File: src/rtl/mskreg_fifo.sv
// mskreg_fifo: FIFO of masked words, with a configurable depth.
// Each entry holds count*d share bits. Shares are stored and forwarded
// bit-for-bit, and no logic ever combines bits of different shares.
// Optional clear-on-pop zeroes each vacated slot, so that stale shares do
// not stay behind in storage.
module mskreg_fifo #(
    parameter int d            = 2,
    parameter int count        = 1,
    parameter int depth        = 2,
    parameter bit clear_on_pop = 1'b1
) (
    input  logic                         clk,
    input  logic                         rst,
    input  logic [count*d-1:0]           in_data,
    input  logic                         in_valid,
    output logic                         in_ready,
    output logic [count*d-1:0]           out_data,
    output logic                         out_valid,
    input  logic                         out_ready,
    output logic [$clog2(depth+1)-1:0]   level
);

    localparam int W  = count * d;
    localparam int PW = (depth > 1) ? $clog2(depth) : 1;
    localparam int LW = $clog2(depth + 1);

    // Pointers wrap on an explicit compare, so a non-power-of-two depth
    // never visits an unused slot.
    localparam logic [PW-1:0] PTR_LAST = PW'(depth - 1);
    localparam logic [LW-1:0] LVL_FULL = LW'(depth);

    // Masked storage. It is kept out of optimisation so that synthesis
    // cannot merge or restructure share bits across entries.
    (* keep = "true", dont_touch = "true" *)
    logic [W-1:0]  mem [depth];

    logic [PW-1:0] wp;
    logic [PW-1:0] rp;
    logic          push;
    logic          pop;

    // Handshake flags come only from the registered level. There is no
    // path from out_ready to in_ready.
    assign in_ready  = (level != LVL_FULL);
    assign out_valid = (level != '0);
    assign push      = in_valid & in_ready;
    assign pop       = out_valid & out_ready;

    // The head word is a plain register read. Each bit comes straight
    // from its own storage bit.
    assign out_data  = mem[rp];

    // Write pointer: advance on every accepted word.
    always_ff @(posedge clk or posedge rst) begin
        if (rst) begin
            wp <= '0;
        end else if (push) begin
            wp <= (wp == PTR_LAST) ? '0 : wp + PW'(1);
        end
    end

    // Read pointer: advance on every consumed word.
    always_ff @(posedge clk or posedge rst) begin
        if (rst) begin
            rp <= '0;
        end else if (pop) begin
            rp <= (rp == PTR_LAST) ? '0 : rp + PW'(1);
        end
    end

    // Occupancy: level is unchanged when a push and a pop happen together.
    always_ff @(posedge clk or posedge rst) begin
        if (rst) begin
            level <= '0;
        end else begin
            unique case ({push, pop})
                2'b10:   level <= level + LW'(1);
                2'b01:   level <= level - LW'(1);
                default: level <= level;
            endcase
        end
    end

    // Storage: each slot decodes its own write and clear. A simultaneous
    // push and pop can only happen when 0 < level < depth, so then wp != rp
    // and the two never hit the same slot. The push is listed last anyway.
    always_ff @(posedge clk or posedge rst) begin
        if (rst) begin
            for (int i = 0; i < depth; i++) begin
                mem[i] <= '0;
            end
        end else begin
            for (int i = 0; i < depth; i++) begin
                if (clear_on_pop && pop && (rp == PW'(i))) begin
                    mem[i] <= '0;
                end
                if (push && (wp == PW'(i))) begin
                    mem[i] <= in_data;
                end
            end
        end
    end

endmodule
File: config.mk
export PLATFORM = sky130hd
export DESIGN_NAME = mskreg_fifo
export DESIGN_NICKNAME = d
export VERILOG_FILES = /design/src/rtl/mskreg_fifo.sv
export SDC_FILE = /design/constraint.sdc
export NUM_CORES = 1
export LEC_CHECK = 0
export ABC_AREA = 0
export BUFFER_PORTS_ARGS = -buffer_cell sky130_fd_sc_hd__buf_2
export CORE_AREA = 3 3 40 42
export DETAILED_ROUTE_END_ITERATION = 10
export DIE_AREA = 0 0 43 45
export PLACE_DENSITY_LB_ADDON = 0.15
export SLEW_MARGIN = 40
export SYNTH_ARGS = -nofsm -noshare
export SYNTH_HDL_FRONTEND = slang
export SYNTH_SLANG_ARGS = --single-unit
File: constraint.sdc
create_clock -name clk -period 1.69 [get_ports clk]
set_clock_uncertainty 0.05 [all_clocks]
set_input_delay 0.2535 -clock clk [delete_from_list [all_inputs] [get_ports clk]]
set_output_delay 0.2535 -clock clk [all_outputs]
set_load 0.005 [all_outputs]
==> metrics.csv, run 1 <==
stage,metric,value,unit
synthesis,mux contribution to synthesized area,5.64,%
placement,placed cells,59,
synthesis,top-count cell post-synth,dfrtp_1,
worst_setup_path,CP max FO,5,
synthesis,Yosys reg bits,8,
die,IO Count,12,
clock_tree,TritonCTS Buffers,3,
sta,Setup WS post-layout,0.212,ns
placement,DP Wirelength,644,um
worst_hold_path,worst hold path depth,2,
worst_hold_path,Hold WC Path Type,input port to register,
synthesis,fraction of registers with async set/reset,100,%
drt,metal2 WL,388,um
sta,period utilization,87.5,%
synthesis,most frequently used flop master after synthesis,dfrtp_1,
global_route,antenna violations before repair,0,
die,die width,43,um
global_route,first-pass GRT wire length,1.32,mm
power,PD cells,1910,nW/um^2
clock_tree,clock transition at the registers of the reported paths,0.06,ns
die,row count,13,
job,maxcap violations,0,
synthesis,Yosys top cell area share,50.2,%
power,VDD IR max,605,uV
placement,gp weighted congestion,0.766,
global_route,Total GRT Usage,9.57,%
drt,vias per std cell,4.67,
synthesis,post-synthesis adder-cell area fraction,3.13,%
die,initial core utilization,31.1,%
synthesis,Synth area leader,dfrtp_1,
drt,DRC Markers,0,
worst_setup_path,reg2reg path depth,6,
synthesis,"Net Count, Synth",40,
sta,Least-Margin Pin Slew,0.304,ns
worst_setup_path,CP Launch Type,register,
placement,Place WS,0.201,ns
die,Die Ht,45,um
clock_tree,Worst-Skew Late Latency,0.25,ns
sta,TNS Setup,0,ns
drt,first drt pass iteration count,2,
worst_setup_path,Crit Path Class,register to register,
placement,IO Port Bufs,11,
worst_setup_path,internal reg-to-reg setup slack,0.21,ns
clock_tree,clock root buffer,clkbuf_4,
synthesis,Synth Area in Simple Gates,12.2,%
drt,DR iter-0 viols,3,
worst_setup_path,Worst R2R End,level[1],
global_route,vias in the first global route,307,
sta,RSZ-0062 raised after global routing,no,
synthesis,Synth top cells by count,"dfrtp_1 (8), a22o_1 (4), xnor2_1 (4)",
drt,WL per Instance,12.8,um
die,core area,1280,sq um
drt,Post-Route WL,804,um
drt,DR vias,294,
drt,met3 wire len,45,um
drt,Max Used Layer,met3,
layout,# diodes,0,
layout,final net count,57,
worst_setup_path,Setup crit end kind,register,
synthesis,Post-Synth XOR/XNOR Area,11.0,%
drt,Detail Route Antenna Nets,0,
synthesis,post-synthesis compound-gate area fraction,15.0,%
worst_hold_path,Hold Startpoint,in_data[1],
worst_setup_path,Critical Path RT,1.81,ns
clock_tree,TritonCTS clock tree,yes,
drt,WL met1,369,um
clock_tree,clock tree buffer depth,2,
layout,final cell count without fillers,63,
sta,post-layout minimum cycle time,1.48,ns
worst_setup_path,r2r startpoint,level[1],
worst_setup_path,Critical Path AT,1.60,ns
global_route,largest net degree at the start of global routing,9,
sta,Final Hold Vio Count,0,
sta,Peak Freq,677,MHz
synthesis,number of synthesized flops with an enable pin,0,
synthesis,syn_area_per_cell,12.1,sq um
sta,Max-slew headroom,79.7,%
synthesis,register area share after synthesis,50.2,%
layout,Fill cells,129,
synthesis,"top cells by area, synth","dfrtp_1 (50%), a22o_1 (8.8%), xnor2_1 (8.8%)",
synthesis,Syn Inst Count,33,
outcome,status,completed,
power,Leakage,0.250,nW
global_route,Congestion Overflow GR,0,
layout,layout cells sized above 1,41.7,%
synthesis,largest family of logic cells by synthesized area,compound AO/OA/AOI/OAI gates,
clock_tree,CTS H-tree depth,1,
synthesis,"Warnings, synthesis",0,
sta,final setup fails,0,
die,area of the die,1940,sq um
layout,P&R area growth vs syn,26.6,%
worst_hold_path,hold path endpoint,mem[1],
synthesis,synthesized area,399,sq um
sta,final-report max-slew violation count,0,
clock_tree,clk sink count,8,
synthesis,Cell variety after synth,17,
-- timing repair --
action	4_1_cts	5_1_grt
hold buffers	1	0
buffers inserted	0	0
gates resized for setup	0	0
hold endpoints to repair	8	0
-- final cells by class --
cell class | instances | area, sq um | share of cell area (%)
multi-input combinational | 22 | 188 | 37.1
clock buffer | 3 | 22.5 | 4.46
sequential | 8 | 200 | 39.6
inverter | 3 | 11.3 | 2.23
timing repair buffer | 12 | 65.1 | 12.9
tap | 15 | 18.8 | 3.71
-- worst max-delay path by stage --
| stage | from | to | slack [ns] | cells past startpoint |
|---|---|---|---|---|
| 2_1_floorplan | level[1] | level[1] | 0.28 | 6 |
| 3_3_place_gp | level[0] | level[1] | 0.24 | 4 |
| 3_5_place_dp | level[1] | level[1] | 0.20 | 6 |
| 4_1_cts | level[1] | level[1] | 0.19 | 6 |
| 5_1_grt | level[1] | level[1] | 0.11 | 7 |
| 6_report | level[1] | level[1] | 0.21 | 6 |
-- kinds of logic after synthesis --
group,count (synthesis)
AO/OA/AOI/OAI,7
XOR/XNOR,5
adder cells (fa/ha/maj),1
buffers and inverters,3
flip-flops,8
multiplexers,2
AND/OR/NAND/NOR,7
-- registers in the layout, indices dropped and copies added, names as in the netlist --
register,flops
level,2
rp,1
mem,4
wp,1
-- critical path: stages (launching register included) --
cell and delay, ns:
dfrtp_1 0.42, nor2b_4 0.15, inv_2 0.08, nand2_1 0.08, ha_1 0.33, nor2_1 0.13, xor2_1 0.16
-- power breakdown --
group / leakage, nW / switching, mW / internal [mW] / total [mW]
sequential: 0.0985 / 0.0898 / 0.283 / 0.372
clock: 0.0138 / 0.0634 / 0.0812 / 0.145
combinational: 0.138 / 0.188 / 0.261 / 0.449
total: 0.250 / 0.341 / 0.625 / 0.966
-- per-layer routing --
layer	GRT usage (%)	vias up
li1	-	145
met3	2.79	0
met4	7.23	0
met5	0	-
met2	14.4	7
met1	11.6	142
-- cells in the final DEF (no fill, tap or decap), types with 2 or more instances in the layout --
master	n
a22o_1	4
buf_2	11
clkbuf_4	3
dfrtp_1	8
inv_1	2
mux2_2	2
nor2_1	2
xnor2_1	4
-- stage by stage --
step | hold WS (ns) | utilization, % | cell area (sq um) | power, mW
after floorplan | 0.0192 | - | 399 | 0.685
after global placement | 0.157 | 36.8 | 473 | 0.819
after detailed placement | 0.164 | 36.8 | 473 | 0.829
after CTS | 0.207 | 39.3 | 505 | 0.979
after global routing | 0.221 | 39.3 | 505 | 1.04
final | 0.209 | 39.3 | 505 | 0.966
No activity file was read; power rests on OpenSTA's default activity.
==> run 2: changes to the inputs <==
--- a/config.mk
+++ b/config.mk
@@ -7,6 +7,8 @@
 export LEC_CHECK = 0
 export ABC_AREA = 0
 export BUFFER_PORTS_ARGS = -buffer_cell sky130_fd_sc_hd__buf_2
+export CELL_PAD_IN_SITES_DETAIL_PLACEMENT = 1
+export CELL_PAD_IN_SITES_GLOBAL_PLACEMENT = 1
 export CORE_AREA = 3 3 40 42
 export DETAILED_ROUTE_END_ITERATION = 10
 export DIE_AREA = 0 0 43 45
==> run 2 against run 1 <==
Effect of this change: setup slack got worse by 0.045 ns; register-to-register slack got worse by 0.04 ns; final cell count did not move; sequential power rose by 2%; clock-buffer cell count unchanged; first-iteration DRC count is 130% higher; critical path type unchanged; wire length increased by 13%.
==> metrics.csv, run 2 (synthesis gave the netlist of run 1 again) <==
stage,metric,value,unit
layout,Regs by FF count,"mem (4), level (2)",
drt,vias per std cell,5.22,
clock_tree,clock root buffer,clkbuf_4,
power,VDD IR max,548,uV
die,row count,13,
worst_setup_path,CP Launch Type,register,
drt,first drt pass iteration count,5,
global_route,antenna violations before repair,0,
clock_tree,clock tree buffer depth,2,
worst_setup_path,Critical Path RT,1.83,ns
worst_setup_path,Critical Path AT,1.66,ns
sta,Least-Margin Pin Slew,0.317,ns
worst_setup_path,internal reg-to-reg setup slack,0.17,ns
layout,Reg area,200,sq um
global_route,Total GRT Usage,11.7,%
die,Die Ht,45,um
clock_tree,Post-CTS Setup Inserts,0,
clock_tree,clk sink count,8,
clock_tree,Worst-Skew Late Latency,0.26,ns
clock_tree,TritonCTS Buffers,3,
layout,Final Util,39.3,%
layout,P&R area growth vs syn,26.6,%
layout,final net count,57,
global_route,vias in the first global route,354,
worst_setup_path,crit path cell chain,"nor2b_4, inv_2, nand2_1, ha_1, nor2_1, xor2_1",
clock_tree,CTS H-tree depth,1,
layout,# diodes,0,
die,die width,43,um
global_route,Congestion Overflow GR,0,
drt,DR iter-0 viols,7,
drt,WL per Instance,14.4,um
worst_setup_path,"delay-heaviest family, CP",flip-flops,
worst_setup_path,crit-path max cell delay,0.43,ns
die,IO Count,12,
placement,DP Wirelength,698,um
drt,DRC Markers,0,
power,PD cells,1950,nW/um^2
layout,most frequent cells in the layout,"buf_2 (11), dfrtp_1 (8), a22o_1 (4), xnor2_1 (4), clkbuf_4 (3)",
sta,final setup fails,0,
job,maxcap violations,0,
sta,final-report max-slew violation count,0,
drt,DR vias,329,
global_route,first-pass GRT wire length,1.58,mm
sta,RSZ-0062 raised after global routing,no,
worst_setup_path,Setup crit end kind,register,
clock_tree,TritonCTS clock tree,yes,
layout,max reg flops,4,
power,Leakage,0.250,nW
die,initial core utilization,31.1,%
worst_setup_path,WP buf/inv,1,
outcome,status,completed,
sta,TNS Setup,0,ns
die,area of the die,1940,sq um
placement,gp weighted congestion,0.703,
layout,Top reg by flops,mem,
layout,footprint of the multi-input gates,188,sq um
sta,Final Hold Vio Count,0,
placement,IO Port Bufs,11,
sta,post-layout minimum cycle time,1.52,ns
layout,"most common cell after layout, fill and taps aside",buf_2,
sta,Max-slew headroom,78.9,%
clock_tree,clock transition at the registers of the reported paths,0.05,ns
die,core area,1280,sq um
worst_setup_path,Slowest cell on crit path,dfrtp_1,
drt,Detail Route Antenna Nets,0,
layout,Fill cells,152,
worst_setup_path,CP max FO,5,
global_route,largest net degree at the start of global routing,9,
sta,Peak Freq,657,MHz
layout,final cell count without fillers,63,
worst_setup_path,Crit Path Class,register to register,
layout,layout cells sized above 1,41.7,%
drt,Post-Route WL,908,um
worst_hold_path,Hold WC Path Type,input port to register,
sta,period utilization,90.1,%
placement,placed cells,59,
[run 2: power breakdown]
group	switching [mW]	internal (mW)
combinational	0.192	0.260
clock	0.0705	0.0816
sequential	0.0968	0.283
total	0.359	0.624
[run 2: final cells by class]
class,instances,area share (%)
multi-input combinational,22,37.1
clock buffer,3,4.46
tap,15,3.71
sequential,8,39.6
inverter,3,2.23
timing repair buffer,12,12.9
[run 2: what timing repair did]
item,CTS,global route
hold buffers,1,0
gates resized for setup,0,0
hold endpoints to repair,8,0
[run 2: worst reg2reg max path: stages, from the launching register on]
cell     delay (ns)
dfrtp_1        0.43
nor2b_4        0.16
inv_2          0.08
nand2_1        0.10
ha_1           0.33
nor2_1         0.14
xor2_1         0.16
[run 2: path summary, 6_finish.rpt]
check                            from        to  cells past startpoint
setup / recovery             level[1]  level[1]                      6
max in group asynchronous         rst        wp                      3
hold / removal             in_data[0]    mem[2]                      2
setup reg to reg             level[1]  level[1]                      6
hold reg to reg                mem[3]    mem[3]                      1
min in group asynchronous         rst    mem[2]                      3
[run 2: through the flow]
stage / setup slack, ns / hold slack, ns / cell area, sq um / total power [mW]
detailed placement: 0.174 / 0.167 / 473 / 0.837
CTS: 0.149 / 0.185 / 505 / 1.00
global route: 0.0862 / 0.177 / 505 / 1.07
finish: 0.167 / 0.192 / 505 / 0.984
global placement: 0.255 / 0.156 / 473 / 0.812
floorplan: 0.279 / 0.0192 / 399 / 0.685
[run 2: routing by layer]
layer,GRT usage (%),vias to the layer above,routed length [um]
li1,-,148,-
met1,13.1,159,368
met2,18.3,19,433
met3,3.98,3,77
met4,9.04,0,29
met5,0,-,0
